### config.mk
export PLATFORM = sky130hd
export DESIGN_NAME = mem_arbiter
export DESIGN_NICKNAME = d
export VERILOG_FILES = /design/src/rtl/mem_arbiter.sv
export SDC_FILE = /design/constraint.sdc
export NUM_CORES = 1
export LEC_CHECK = 0
export CAP_MARGIN = 20
export CORE_ASPECT_RATIO = 0.7
export CORE_MARGIN = 3
export CORE_UTILIZATION = 39
export CTS_BUF_LIST = sky130_fd_sc_hd__clkbuf_4
export DETAILED_ROUTE_END_ITERATION = 6
export PLACE_DENSITY = 0.8
export SETUP_SLACK_MARGIN = 0.4
export SLEW_MARGIN = 5
export SYNTH_ARGS = -nofsm -noshare
export SYNTH_HDL_FRONTEND = slang
export SYNTH_SLANG_ARGS = --single-unit
export TNS_END_PERCENT = 100
### constraint.sdc
create_clock -name clk -period 2.6 [get_ports clk]
set_clock_uncertainty 0.2 [all_clocks]
set_input_delay 0.39 -clock clk [delete_from_list [all_inputs] [get_ports clk]]
set_output_delay 0.39 -clock clk [all_outputs]
set_load 0.01 [all_outputs]
### src/rtl/mem_arbiter.sv
// mem_arbiter: shares one single-port, fixed-latency memory between the
// instruction-fetch and load/store requesters. It runs one transaction at a
// time. Data requests have priority, and a starvation guard forces fetch to
// win after STARVE_LIMIT data grants taken while fetch was waiting.
//
// Optional feature macro: MEM_ARB_PERF_EN (wait-cycle performance counters).
//
// Ports:
//   clk, rst_n                  clock (rising edge), async active-low reset
//   if_req/if_addr              fetch request and address
//   if_gnt/if_rvalid/if_rdata   fetch grant pulse, data valid pulse, data
//   d_req/d_we/d_addr/d_wdata   data request, store flag, address, store data
//   d_size/d_unsigned           access size (00 B, 01 H, 10 W), unsigned load
//   d_gnt/d_rvalid/d_rdata      data grant pulse, load/store-done pulse, data
//   mem_en/mem_we/mem_addr      memory strobe, write enable, address
//   mem_wdata/mem_size          memory write data, access size
//   mem_unsigned/mem_rdata      unsigned flag, memory read data
//   perf_if_wait/perf_d_wait    fetch/data wait-cycle counters (0 if disabled)
module mem_arbiter #(
    parameter int unsigned ADDR_W       = 32,
    parameter int unsigned DATA_W       = 32,
    parameter int unsigned MEM_LATENCY  = 2,
    parameter int unsigned STARVE_LIMIT = 4
) (
    input  logic              clk,
    input  logic              rst_n,
    input  logic              if_req,
    input  logic [ADDR_W-1:0] if_addr,
    output logic              if_gnt,
    output logic              if_rvalid,
    output logic [DATA_W-1:0] if_rdata,
    input  logic              d_req,
    input  logic              d_we,
    input  logic [ADDR_W-1:0] d_addr,
    input  logic [DATA_W-1:0] d_wdata,
    input  logic [1:0]        d_size,
    input  logic              d_unsigned,
    output logic              d_gnt,
    output logic              d_rvalid,
    output logic [DATA_W-1:0] d_rdata,
    output logic              mem_en,
    output logic              mem_we,
    output logic [ADDR_W-1:0] mem_addr,
    output logic [DATA_W-1:0] mem_wdata,
    output logic [1:0]        mem_size,
    output logic              mem_unsigned,
    input  logic [DATA_W-1:0] mem_rdata,
    output logic [31:0]       perf_if_wait,
    output logic [31:0]       perf_d_wait
);

    localparam int unsigned CNT_W = 3;
    localparam int unsigned STV_W = 4;

    typedef enum logic [1:0] {IDLE, BUSY_IF, BUSY_D} state_t;

    state_t            state_q;
    logic [CNT_W-1:0]  cnt_q;
    logic [STV_W-1:0]  starve_q;
    logic              we_q;
    logic [DATA_W-1:0] if_rdata_q;
    logic [DATA_W-1:0] d_rdata_q;

    logic starved;
    logic d_win;
    logic if_win;

    // Winner selection; gated by rst_n so no grant leaks out while in reset.
    assign starved = (starve_q == STV_W'(STARVE_LIMIT)) && if_req;
    assign d_win   = rst_n && (state_q == IDLE) && d_req && !starved;
    assign if_win  = rst_n && (state_q == IDLE) && if_req && !d_win;

    // Grant-cycle memory mux and completion pulses.
    always_comb begin
        if_gnt       = if_win;
        d_gnt        = d_win;
        mem_en       = if_win || d_win;
        mem_we       = 1'b0;
        mem_addr     = '0;
        mem_wdata    = '0;
        mem_size     = 2'b00;
        mem_unsigned = 1'b0;
        if (d_win) begin
            mem_we       = d_we;
            mem_addr     = d_addr;
            mem_wdata    = d_wdata;
            mem_size     = d_size;
            mem_unsigned = d_unsigned;
        end else if (if_win) begin
            mem_addr     = if_addr;
            mem_size     = 2'b10;
        end
        if_rvalid = rst_n && (state_q == BUSY_IF) && (cnt_q == '0);
        d_rvalid  = rst_n && (state_q == BUSY_D) && (cnt_q == '0);
        if_rdata  = if_rvalid ? mem_rdata : if_rdata_q;
        // Store completions report zero data.
        d_rdata   = d_rvalid ? (we_q ? '0 : mem_rdata) : d_rdata_q;
    end

    // Arbitration FSM, latency counter, starvation counter and rdata hold.
    always_ff @(posedge clk or negedge rst_n) begin
        if (!rst_n) begin
            state_q    <= IDLE;
            cnt_q      <= '0;
            starve_q   <= '0;
            we_q       <= 1'b0;
            if_rdata_q <= '0;
            d_rdata_q  <= '0;
        end else begin
            case (state_q)
                IDLE: begin
                    if (d_win) begin
                        state_q <= BUSY_D;
                        cnt_q   <= CNT_W'(MEM_LATENCY - 1);
                        we_q    <= d_we;
                        if (if_req) begin
                            if (starve_q != STV_W'(STARVE_LIMIT)) begin
                                starve_q <= starve_q + STV_W'(1);
                            end
                        end else begin
                            starve_q <= '0;
                        end
                    end else if (if_win) begin
                        state_q  <= BUSY_IF;
                        cnt_q    <= CNT_W'(MEM_LATENCY - 1);
                        starve_q <= '0;
                    end else if (!if_req) begin
                        starve_q <= '0;
                    end
                end
                BUSY_IF, BUSY_D: begin
                    if (cnt_q == '0) begin
                        state_q <= IDLE;
                    end else begin
                        cnt_q <= cnt_q - CNT_W'(1);
                    end
                    if (if_rvalid) begin
                        if_rdata_q <= mem_rdata;
                    end
                    if (d_rvalid) begin
                        d_rdata_q <= we_q ? '0 : mem_rdata;
                    end
                end
                default: begin
                    state_q <= IDLE;
                end
            endcase
        end
    end

`ifdef MEM_ARB_PERF_EN
    logic [31:0] perf_if_q;
    logic [31:0] perf_d_q;

    // Wait-cycle counters; wrap naturally at 2^32.
    always_ff @(posedge clk or negedge rst_n) begin
        if (!rst_n) begin
            perf_if_q <= '0;
            perf_d_q  <= '0;
        end else begin
            if (if_req && !if_gnt) begin
                perf_if_q <= perf_if_q + 32'd1;
            end
            if (d_req && !d_gnt) begin
                perf_d_q <= perf_d_q + 32'd1;
            end
        end
    end

    assign perf_if_wait = perf_if_q;
    assign perf_d_wait  = perf_d_q;
`else
    assign perf_if_wait = 32'd0;
    assign perf_d_wait  = 32'd0;
`endif

endmodule

[After elaboration in Yosys (flattened, before gate mapping)]
Cells that the tools add are included.
Word-level totals
  bits in registers: 74
  input bits: 136
  output and inout bits: 201
  logic and storage cells: 61
Operators by class
  add/sub/neg operators: 2
  equal/unequal tests: 9
  muxes and demuxes: 23
  reductions and logical operators: 21
Operator list (count)
  2-to-1 mux 32 bit: 6
  2-to-1 mux 4 bit: 5
  logical AND 1 bit: 10
  2-to-1 mux 2 bit: 5
  2-to-1 mux 3 bit: 3
  one-hot mux 3 bit (2 select lines): 1
  AND reduction 3 bit: 2
  adder 4 x 1 -> 4 bit, second input constant: 1
  == test 4 x 3 -> 1 bit, second input constant: 1
  != test 2 bit, second input constant: 2
  != test 4 x 3 -> 1 bit, second input constant: 1
  one-hot mux 2 bit (2 select lines): 1
  AND reduction 2 bit: 2
  logical NOT 3 bit: 1
  != test 3 x 1 -> 1 bit, second input constant: 1
  != test 3 x 2 -> 1 bit, second input constant: 1
  != test 3 bit, second input constant: 1
  subtractor 3 x 1 -> 3 bit, second input constant: 1
  == test 2 x 1 -> 1 bit, second input constant: 1
  == test 2 bit, second input constant: 1
  logical NOT 1 bit: 2
  logical NOT 2 bit: 1
  2-to-1 mux 1 bit: 2
  nonzero test 2 bit: 1
  2 further kinds: 2

[Depth between registers and ports, before layout]
Gate-level depths: netlist of run 1.
  depth in word-level cells: 9
  mapped depth: 8
  gate-level depth less buffers: 6

[Worst setup path after synthesis of run 1]
No wires, ideal clock.
  path kind: flip-flop to output port
  start point: register cnt_q[0]
  end point: output port if_rdata[22]
  data arrival time: 1.664 ns
  required time: 2.010 ns
  path slack: 0.346 ns
  cell stages (with the launch flop): 8
  buffers on the path: 2
  cell sequence: dfrtp_1 -> inv_1 -> ha_1 -> ha_1 -> and3_1 -> buf_4 -> buf_2 -> mux2_2
On the way
  word-level cells in the longest chain between the ends: 3
Ends and longest elaborated chain
  from (decl): RTL line 58  | logic [CNT_W-1:0] cnt_q;
  from (signal assigned): RTL line 114  | cnt_q <= CNT_W'(MEM_LATENCY - 1);
  from (signal assigned): RTL line 125  | cnt_q <= CNT_W'(MEM_LATENCY - 1);
  from (signal assigned): RTL line 135  | cnt_q <= cnt_q - CNT_W'(1);
  logical NOT 3 bit: RTL line 93  | if_rvalid = rst_n && (state_q == BUSY_IF) && (cnt_q == '0);
  logical AND 1 bit: RTL line 93
  via if_rvalid: RTL line 30  | output logic if_rvalid,
  2-to-1 mux 32 bit
  to (decl): RTL line 31  | output logic [DATA_W-1:0] if_rdata,
The timed path passes the listed nets, and every way through them passes these cells.

[Worst setup path after layout of run 1]
  start point: register starve_q[1]
  end point: output port mem_addr[29]
On the way
  word-level cells in the longest chain between the ends: 8
Ends and longest elaborated chain
  from (decl): RTL line 59  | logic [STV_W-1:0] starve_q;
  from (signal assigned): RTL line 118  | starve_q <= starve_q + STV_W'(1);
  == test 4 x 3 -> 1 bit (*): RTL line 69  | assign starved = (starve_q == STV_W'(STARVE_LIMIT)) && if_req;
  logical AND 1 bit (*): RTL line 69
  logical NOT 1 bit (*): RTL line 70  | assign d_win = rst_n && (state_q == IDLE) && d_req && !starved;
  logical AND 1 bit (*): RTL line 70
  logical NOT 1 bit: RTL line 71  | assign if_win = rst_n && (state_q == IDLE) && if_req && !d_win;
  logical AND 1 bit: RTL line 71
  2-to-1 mux 32 bit: RTL line 89  | end else if (if_win) begin
  2-to-1 mux 32 bit (*): RTL line 83  | if (d_win) begin
  to (decl): RTL line 43  | output logic [ADDR_W-1:0] mem_addr,
Every way passes the cells marked *; elsewhere a longest branch is shown, timed or not.

==> flow_metrics.env, run 1 <==
export IMPL_status="finished with violations"
export IMPL_violations="setup timing"
export IMPL_via_count=5892
export IMPL_ys_warn_count=0
export IMPL_cts_buffers=9
export IMPL_post_route_util=0.761
export IMPL_drcViolationCount=0
export IMPL_grt_max_degree=35
export IMPL_numClockSinks=74
export IMPL_root_buffer="clkbuf_4"
export IMPL_routed_wl_um=22600
export IMPL_p_sw_mw=2.26
export IMPL_p_seq_frac=0.269
export IMPL_p_leak_nw=4.87
export IMPL_synthFlopType="dfrtp_1"
export IMPL_grt_ovfl_total=0
export IMPL_p_comb_frac=0.595
export IMPL_place_gp_congestion=0.911
export IMPL_synth_async_reset_ratio=1.00
export IMPL_clock_path_buffers=2
export IMPL_path_common_cell="buf_6"
export IMPL_path_buf_inv=6
export IMPL_power_density_nw_per_um2=604
export IMPL_cp_top_family="buffers and inverters"
export IMPL_synth_compound_area_frac=0.157
export IMPL_drt_initial_drc_count=247
export IMPL_grt_total_usage=0.248
export IMPL_synth_top_family_by_area="simple AND/OR/NAND/NOR gates"
export IMPL_worst_path_max_delay_cell="dfrtp_1"
export IMPL_synth_simple_area_share=0.183
export IMPL_grt_setup_unrepaired="yes"
export IMPL_die_h_um=105
export IMPL_ys_ff_latch=74
export IMPL_hp_class="input port to async pin"
export IMPL_drtPass1Iterations=5
export IMPL_worstPathRequired_ns=2.01
export IMPL_synth_edf_count=0
export IMPL_ys_seq_area_frac=0.340
export IMPL_syn_inst=610
export IMPL_grt_pass1_wl_um=30900
export IMPL_internal_power_mw=3.90
export IMPL_antenna_found_initial=1
export IMPL_nets=1115
export IMPL_clkLatencyLatePin_ns=0.42
export IMPL_post_route_period_util=1.09
export IMPL_worstPathCellList="inv_2 -> ha_4 -> and4b_2 -> buf_6 -> buf_6 -> buf_12 -> buf_16 -> o211ai_1 -> a21oi_1 -> buf_2"
export IMPL_port_buffers=272
export IMPL_synth_area_per_cell_um2=8.93
export IMPL_core_area_um2=13400
export IMPL_clkTransAtPathRegs_ns=0.13
export IMPL_ant_nets=0
export IMPL_crit_path_end_kind="output pin"
export IMPL_use_met2=0.439
export IMPL_worst_setup_path_type="flop to output pin"
export IMPL_nFillCells=917
export IMPL_final_common_cell="clkdlybuf4s50_1"
export IMPL_maxCapViolations=0
export IMPL_final_cell_mix="clkdlybuf4s50_1 (134), buf_6 (121), dfrtp_1 (74), mux2_4 (65), buf_2 (65)"
export IMPL_ys_top_cells_by_area="dfrtp_1 (34%), buf_4 (9.2%), mux2_4 (8.3%), mux2_2 (7.2%), o21ai_0 (6.0%)"
export IMPL_use_met3=0.0620
export IMPL_syn_area_um2=5450
export IMPL_grt_pass1_vias=5663
export IMPL_synth_xor_area_frac=0
export IMPL_critPathMaxFanout=5
export IMPL_period_needed_ns=2.83
export IMPL_finalMaxSlewViolations=0
export IMPL_ioPinCount=337
export IMPL_tritoncts="built"
export IMPL_worst_slack_ns=-0.229
export IMPL_area_growth_pct=87.1
export IMPL_hpwlAfterDp_um=13900
export IMPL_htreeDepth=3
export IMPL_yosysUniqueCellTypes=44
export IMPL_gr_usage_met1=0.303
export IMPL_grt_busiest_layer="met2"
export IMPL_synthMuxAreaShare=0.161
export IMPL_start_kind="flop"
export IMPL_synthAdderAreaFrac=0.0161
export IMPL_synth_top_area_cell="dfrtp_1"
export IMPL_dieArea_um2=15500
export IMPL_cpPeakStageDelay_ns=0.41
export IMPL_setup_viol=116
export IMPL_p_clk_frac=0.136
export IMPL_timing_fmax_ghz=0.354
export IMPL_vdd_drop_max_v=0.000286
export IMPL_initial_utilization=0.407
export IMPL_routedWlPerCell_um=19.5
export IMPL_drt_vias_per_instance=5.07
export IMPL_fp_row_count=35
export IMPL_finalPower_mw=6.17
export IMPL_swShare=0.367
export IMPL_finalHoldViolCount=0
export IMPL_layout_drive_gt1_share=0.496
export IMPL_fp_dieW_um=147
export IMPL_cp_arrival_ns=2.24
export IMPL_synth_top_area_frac=0.340
## stage by stage
step / worst slack [ns] / instances / setup TNS [ns] / cell area, um^2 / hold WS (ns)
3_3_place_gp: -0.330 / 1059 / -18.49 / 8350 / 0.186
4_1_cts: -0.234 / 1126 / -14.39 / 8950 / 0.304
6_report: -0.229 / 1162 / -10.92 / 10200 / 0.0367
2_1_floorplan: 0.371 / 673 / 0 / 5690 / -0.106
3_5_place_dp: -0.338 / 1059 / -19.31 / 8350 / 0.186
5_1_grt: -0.305 / 1162 / -22.95 / 10200 / 0.0515
## final timing paths
check,cells after the start,end,start,slack [ns]
min reg2reg,2,d_rdata_q[14]$_DFFE_PN0N_,d_rdata_q[14]$_DFFE_PN0N_,0.31
max in group asynchronous,3,d_rdata_q[24]$_DFFE_PN0N_,rst_n,1.80
max,10,mem_addr[29],starve_q[1]$_DFFE_PN0P_,-0.23
min in group clk,2,d_rdata_q[14]$_DFFE_PN0N_,d_rdata_q[14]$_DFFE_PN0N_,0.31
min,3,state_q[0]$_DFFE_PN0P_,rst_n,0.04
max reg2reg,11,if_rdata_q[29]$_DFFE_PN0N_,cnt_q[1]$_DFFE_PN0P_,0.30
## worst min-delay path, delay by kind of cell
| kind | cells | cell delay (ns) |
|---|---|---|
| buffers and inverters | 3 | 0.62 |
## power by group through the flow
stage                     combinational (mW)  sequential, mW  clock (mW)
after CTS                               3.10            1.61       0.854
final                                   3.67            1.66       0.839
after detailed placement                2.95            1.63           0
after global routing                    3.91            1.70       0.900
after floorplan                         1.55            1.59           0
after global placement                  2.91            1.61           0
## Yosys cell counts, types with 2 or more instances
cell type and n:
buf_1 2, mux2_2 35, mux2_4 30, nor2_1 2, and2_1 38, buf_6 6, buf_4 67, buf_2 11
o211ai_1 33, ha_1 7, nand2b_1 36, dfrtp_1 74, inv_1 9, nand2_1 68, a21oi_1 37, nand3_1 34
mux2i_1 2, o21ai_0 65, clkbuf_1 29
## state kept, by name, indices dropped and copies added, names as in the netlist
signal      flops
cnt_q           3
d_rdata_q      32
state_q         2
starve_q        4
we_q            1
if_rdata_q     32
## what timing repair did
item                       CTS  global route
gates cloned                 8            11
pin swaps                   47            97
setup endpoints to repair  159           145
buffers inserted            43            24
hold endpoints to repair    74             0
hold buffers                 1             0
gates resized for setup    706           230
## kinds of logic after synthesis
family                   Yosys count
AO/OA/AOI/OAI                    146
adder cells (fa/ha/maj)            7
buffers and inverters            125
flip-flops                        74
multiplexers                      68
other                              1
AND/OR/NAND/NOR                  189
## final cells by class
cell class	instances	area [um^2]	share of cell area
inverters	10	37.5	0.00368
flip-flops and latches	74	1850	0.182
clock inverters	6	90.1	0.00883
repair buffers	403	4210	0.412
multi-input cells	474	3710	0.364
diodes	1	2.50	0.000245
clock buffers	9	67.6	0.00662
well taps	185	231	0.0227
## routing by layer
metal  part of all wire  wire (um)  up-vias
met3              0.062       1400       47
met2               0.53      12100      246
li1                   -          -     2719
met5                  0          0        -
met1               0.38       8600     2880
met4              0.026        590        0
Power figures use the tool's default switching activity.
==> inputs of run 2 (changes only) <==
REMOVE_ABC_BUFFERS = 1   (was unset)
==> flow_metrics.env, run 2 (synthesis gave the netlist of run 1 again) <==
export IMPL_p_sw_mw=2.29
export IMPL_grt_total_usage=0.257
export IMPL_tritoncts="built"
export IMPL_worst_path_max_delay_cell="dfrtp_1"
export IMPL_drt_initial_drc_count=389
export IMPL_cp_endpoint="mem_wdata[27]"
export IMPL_fp_dieW_um=147
export IMPL_drcViolationCount=0
export IMPL_worstPathCellList="inv_2 -> ha_4 -> and4b_2 -> buf_6 -> nor3_4 -> buf_6 -> buf_6 -> buf_12 -> clkbuf_16 -> and2_4 -> buf_6"
export IMPL_antenna_cells=0
export IMPL_antenna_found_initial=0
export IMPL_worst_setup_path_type="flop to output pin"
export IMPL_grt_pass1_vias=5636
export IMPL_design_area_um2=9880
export IMPL_area_growth_pct=81.4
export IMPL_cts_buffers=9
export IMPL_timing_fmax_ghz=0.353
export IMPL_root_buffer="clkbuf_4"
export IMPL_power_density_nw_per_um2=624
export IMPL_top_regs="d_rdata_q x32, if_rdata_q x32, starve_q x4"
export IMPL_numClockSinks=74
export IMPL_grt_max_degree=66
export IMPL_r2r_start="starve_q[0]$_DFFE_PN0P_"
export IMPL_maxCapViolations=0
export IMPL_fp_row_count=35
export IMPL_routed_wl_um=22200
export IMPL_finalMaxSlewViolations=0
export IMPL_final_cells=1153
export IMPL_port_buffers=272
export IMPL_worst_slack_ns=-0.231
export IMPL_dieArea_um2=15500
export IMPL_p_leak_nw=4.75
export IMPL_ff2ff_path_depth=10
export IMPL_clock_path_buffers=2
export IMPL_cpPeakStageDelay_ns=0.40
export IMPL_routedWlPerCell_um=19.2
export IMPL_p_seq_frac=0.274
export IMPL_setup_viol=130
export IMPL_grt_ovfl_total=0
export IMPL_p_comb_frac=0.585
export IMPL_violations="setup timing"
export IMPL_grt_setup_unrepaired="yes"
export IMPL_grt_pass1_wl_um=31600
export IMPL_relSlewSlack=0.432
export IMPL_finalHoldViolCount=0
export IMPL_clkLatencyLatePin_ns=0.42
export IMPL_status="finished with violations"
export IMPL_start_kind="flop"
export IMPL_hpwlAfterDp_um=13500
export IMPL_cp_startpoint="starve_q[0]$_DFFE_PN0P_"
export IMPL_htreeDepth=3
export IMPL_final_cell_mix="clkdlybuf4s50_1 (134), buf_6 (104), buf_2 (76), dfrtp_1 (74), conb_1 (64)"
export IMPL_internal_power_mw=3.88
export IMPL_nFillCells=939
export IMPL_p_clk_frac=0.141
export IMPL_die_h_um=105
export IMPL_path_common_cell="buf_6"
export IMPL_hp_class="input port to async pin"
export IMPL_cp_arrival_ns=2.24
export IMPL_drtPass1Iterations=5
export IMPL_via_count=5859
export IMPL_crit_path_end_kind="output pin"
export IMPL_clkTransAtPathRegs_ns=0.16
export IMPL_worstMarginPinSlew_ns=0.853
export IMPL_ant_nets=0
export IMPL_core_area_um2=13400
export IMPL_place_gp_congestion=0.880
export IMPL_ioPinCount=337
export IMPL_dp_cells=1053
export IMPL_post_dp_cell_area_um2=8290
export IMPL_post_route_period_util=1.09
export IMPL_period_needed_ns=2.83
export IMPL_initial_utilization=0.407
export IMPL_swShare=0.371
export IMPL_tns_ns=-16.80
export IMPL_worstPathRequired_ns=2.01
export IMPL_r2r_setup_slack_ns=0.46
export IMPL_pre_cts_slack_ns=-0.337
export IMPL_nets=1106
export IMPL_vdd_drop_max_v=0.000302
export IMPL_final_common_cell="clkdlybuf4s50_1"
export IMPL_critPathMaxFanout=4
export IMPL_reg2reg_to="we_q$_DFFE_PN0P_"
export IMPL_layout_drive_gt1_share=0.441
export IMPL_drt_vias_per_instance=5.08
## run 2: cell count changes in the layout (fill, tap and decap cells not counted), moves of 11 or more
cell	change
a21oi_1	+11
a21oi_2	-12
and2_1	+16
and2_4	-16
buf_2	+11
buf_6	-17
nand3_1	+18
nand3_2	-15
## run 2: per-stage QoR
step	util	power (mW)	hold slack, ns
finish	0.738	6.16	0.0142
floorplan	-	2.99	-0.106
detailed placement	0.618	4.54	0.187
global placement	0.618	4.49	0.185
CTS	0.696	5.81	0.0177
global route	0.738	6.50	0.0624
## run 2: worst min path at each step
stage	end	depth (start not counted)	slack, ns	start
after floorplan	cnt_q[0]$_DFFE_PN0P_	0	-0.11	rst_n
final	if_rdata_q[3]$_DFFE_PN0N_	2	0.01	rst_n
after detailed placement	starve_q[3]$_DFFE_PN0P_	2	0.19	rst_n
after global placement	cnt_q[2]$_DFFE_PN0P_	2	0.19	rst_n
after global routing	if_rdata_q[3]$_DFFE_PN0N_	2	0.06	rst_n
after CTS	if_rdata_q[3]$_DFFE_PN0N_	2	0.02	rst_n
## run 2: timing repair
action / CTS / global route
hold buffers: 1 / 0
resized for setup: 773 / 90
setup endpoints to repair: 162 / 163
pin swaps: 48 / 42
hold endpoints to repair: 9 / 0
setup buffers: 56 / 11
gates cloned: 12 / 4
## run 2: layout make-up
class,count,area [um^2],share of cell area
clock buffer,9,67.6,0.00684
clock inverter,7,101,0.0103
inverter,10,37.5,0.00380
multi-input combinational,474,3550,0.359
sequential,74,1850,0.187
tap,185,231,0.0234
timing repair buffer,394,4050,0.409
## run 2: worst max-delay path: cells and delay by family, from the launching register on
kind	cells	cell delay, ns
AND/OR/NAND/NOR	3	0.51
flip-flops	1	0.40
buffers and inverters	7	0.74
adder cells (fa/ha/maj)	1	0.16
## run 2: per-layer routing
layer,track usage,wire length [um]
met5,0,0
met4,0.0492,411
met2,0.446,11500
met1,0.332,8820
met3,0.0594,1440
## run 2: power by group through the flow
stage	clock network [mW]	registers, mW	logic [mW]
2_1_floorplan	0	1.61	1.38
3_3_place_gp	0	1.63	2.86
3_5_place_dp	0	1.64	2.90
4_1_cts	0.876	1.64	3.29
5_1_grt	0.928	1.72	3.85
6_report	0.867	1.69	3.61
==> inputs of run 3 (changes only) <==
MAX_ROUTING_LAYER = met4   (was unset)
==> flow_metrics.env, run 3 (synthesis gave the netlist of run 1 again) <==
export IMPL_final_cell_mix="clkdlybuf4s50_1 (133), buf_6 (119), dfrtp_1 (74), conb_1 (64), buf_2 (62)"
export IMPL_final_common_cell="clkdlybuf4s50_1"
export IMPL_place_gp_congestion=0.900
export IMPL_p_leak_nw=5.07
export IMPL_hpwlAfterDp_um=13700
export IMPL_violations="setup timing"
export IMPL_power_density_nw_per_um2=590
export IMPL_die_h_um=105
export IMPL_final_cells=1177
export IMPL_crit_path_end_kind="output pin"
export IMPL_post_route_period_util=1.09
export IMPL_cpPeakStageDelay_ns=0.38
export IMPL_routedWlPerCell_um=20.3
export IMPL_worstMarginPinSlew_ns=0.831
export IMPL_cp_arrival_ns=2.25
export IMPL_grt_max_degree=66
export IMPL_drt_vias_per_instance=5.15
export IMPL_tritoncts="built"
export IMPL_worst_setup_path_type="flop to output pin"
export IMPL_drtPass1Iterations=6
export IMPL_finalHoldViolCount=0
export IMPL_cts_buffers=9
export IMPL_antenna_found_initial=0
export IMPL_r2r_setup_slack_ns=0.24
export IMPL_numClockSinks=74
export IMPL_routed_wl_um=23900
export IMPL_clkTransAtPathRegs_ns=0.13
export IMPL_fp_row_count=35
export IMPL_post_route_util=0.800
export IMPL_root_buffer="clkbuf_4"
export IMPL_setup_viol=134
export IMPL_worst_path_max_delay_cell="dfrtp_1"
export IMPL_hp_class="input port to async pin"
export IMPL_dp_cells=1059
export IMPL_ioPinCount=337
export IMPL_path_common_cell="buf_6"
export IMPL_port_buffers=272
export IMPL_grt_setup_unrepaired="yes"
export IMPL_area_growth_pct=96.6
export IMPL_seq_area_um2=1850
export IMPL_cp_top_family="buffers and inverters"
export IMPL_relSlewSlack=0.446
export IMPL_top_regs="d_rdata_q x32, if_rdata_q x32, starve_q x4"
export IMPL_grt_total_usage=0.278
export IMPL_nFillCells=787
export IMPL_vdd_drop_max_v=0.000297
export IMPL_finalPower_mw=6.32
export IMPL_worstPathCellList="inv_2 -> ha_4 -> ha_4 -> and3_4 -> buf_6 -> buf_12 -> buf_16 -> buf_6 -> mux2_4 -> buf_6"
export IMPL_dieArea_um2=15500
export IMPL_fp_dieW_um=147
export IMPL_grt_pass1_vias=5921
export IMPL_core_area_um2=13400
export IMPL_critPathMaxFanout=6
export IMPL_layout_drive_gt1_share=0.536
export IMPL_grt_pass1_wl_um=33200
export IMPL_nets=1130
export IMPL_clock_path_buffers=2
export IMPL_htreeDepth=3
export IMPL_antenna_cells=0
export IMPL_drt_initial_drc_count=345
export IMPL_grt_ovfl_total=0
export IMPL_clkLatencyLatePin_ns=0.43
export IMPL_path_buf_inv=6
export IMPL_start_kind="flop"
export IMPL_drcViolationCount=0
export IMPL_multi_input_area_um2=3870
export IMPL_finalMaxSlewViolations=0
export IMPL_worst_slack_ns=-0.238
export IMPL_tns_ns=-15.24
export IMPL_initial_utilization=0.407
export IMPL_worstPathRequired_ns=2.01
export IMPL_ant_nets=0
export IMPL_pre_cts_slack_ns=-0.378
export IMPL_status="finished with violations"
export IMPL_maxCapViolations=0
export IMPL_via_count=6057
export IMPL_period_needed_ns=2.84
export IMPL_timing_fmax_ghz=0.352
[run 3: path summary, 6_finish.rpt]
| kind | from | depth (start not counted) | endpoint |
|---|---|---|---|
| worst min-delay path | rst_n | 2 | d_rdata_q[13]$_DFFE_PN0N_ |
| min in group clk | rst_n | 3 | starve_q[3]$_DFFE_PN0P_ |
| worst min register to register | d_rdata_q[23]$_DFFE_PN0N_ | 2 | d_rdata_q[23]$_DFFE_PN0N_ |
| worst max register to register | cnt_q[0]$_DFFE_PN0P_ | 12 | if_rdata_q[31]$_DFFE_PN0N_ |
| worst max-delay path | cnt_q[0]$_DFFE_PN0P_ | 10 | if_rdata[6] |
| max in group asynchronous | rst_n | 2 | d_rdata_q[24]$_DFFE_PN0N_ |
[run 3: per-stage QoR]
| stage | hold slack [ns] | area (um^2) |
|---|---|---|
| 2_1_floorplan | -0.106 | 4940 |
| 4_1_cts | 0.0551 | 9890 |
| 3_3_place_gp | 0.0136 | 8370 |
| 3_5_place_dp | 0.0166 | 8370 |
| 6_report | 0.0728 | 10700 |
| 5_1_grt | 0.102 | 10700 |
[run 3: final cells by class]
class                   instances  share of cell area
repair buffers                418               0.427
multi-input cells             474               0.362
flip-flops and latches         74               0.173
well taps                     185              0.0216
clock buffers                  10             0.00701
clock inverters                 6             0.00630
inverters                      10             0.00350
[run 3: layer usage]
layer | vias up | wire (um) | part of all wire | track usage
li1 | 2762 | - | - | -
met4 | 0 | 488 | 0.020 | 0.0505
met2 | 281 | 12200 | 0.51 | 0.456
met5 | - | 0 | 0 | -
met1 | 2964 | 9750 | 0.41 | 0.363
met3 | 50 | 1470 | 0.062 | 0.0577
[run 3: worst register-to-register path: stages (launching register included)]
cell and delay [ns]:
dfrtp_1 0.38, inv_2 0.05, ha_4 0.16, ha_4 0.16, and3_4 0.19, buf_12 0.13
buf_6 0.11, buf_6 0.11, buf_6 0.12, nand2_8 0.12, buf_12 0.12, buf_8 0.13
mux2_4 0.30
[run 3: timing repair]
item / 4_1_cts / 5_1_grt
hold endpoints to repair: 9 / 0
endpoints found under the setup margin: 163 / 167
setup buffers: 59 / 18
gates cloned: 21 / 3
hold buffers: 1 / 0
resized for setup: 816 / 185
pin swaps: 60 / 51
[run 3: report_power, final]
part | internal, mW | switching [mW]
Sequential | 1.45 | 0.229
Clock | 0.306 | 0.443
Combinational | 2.16 | 1.73
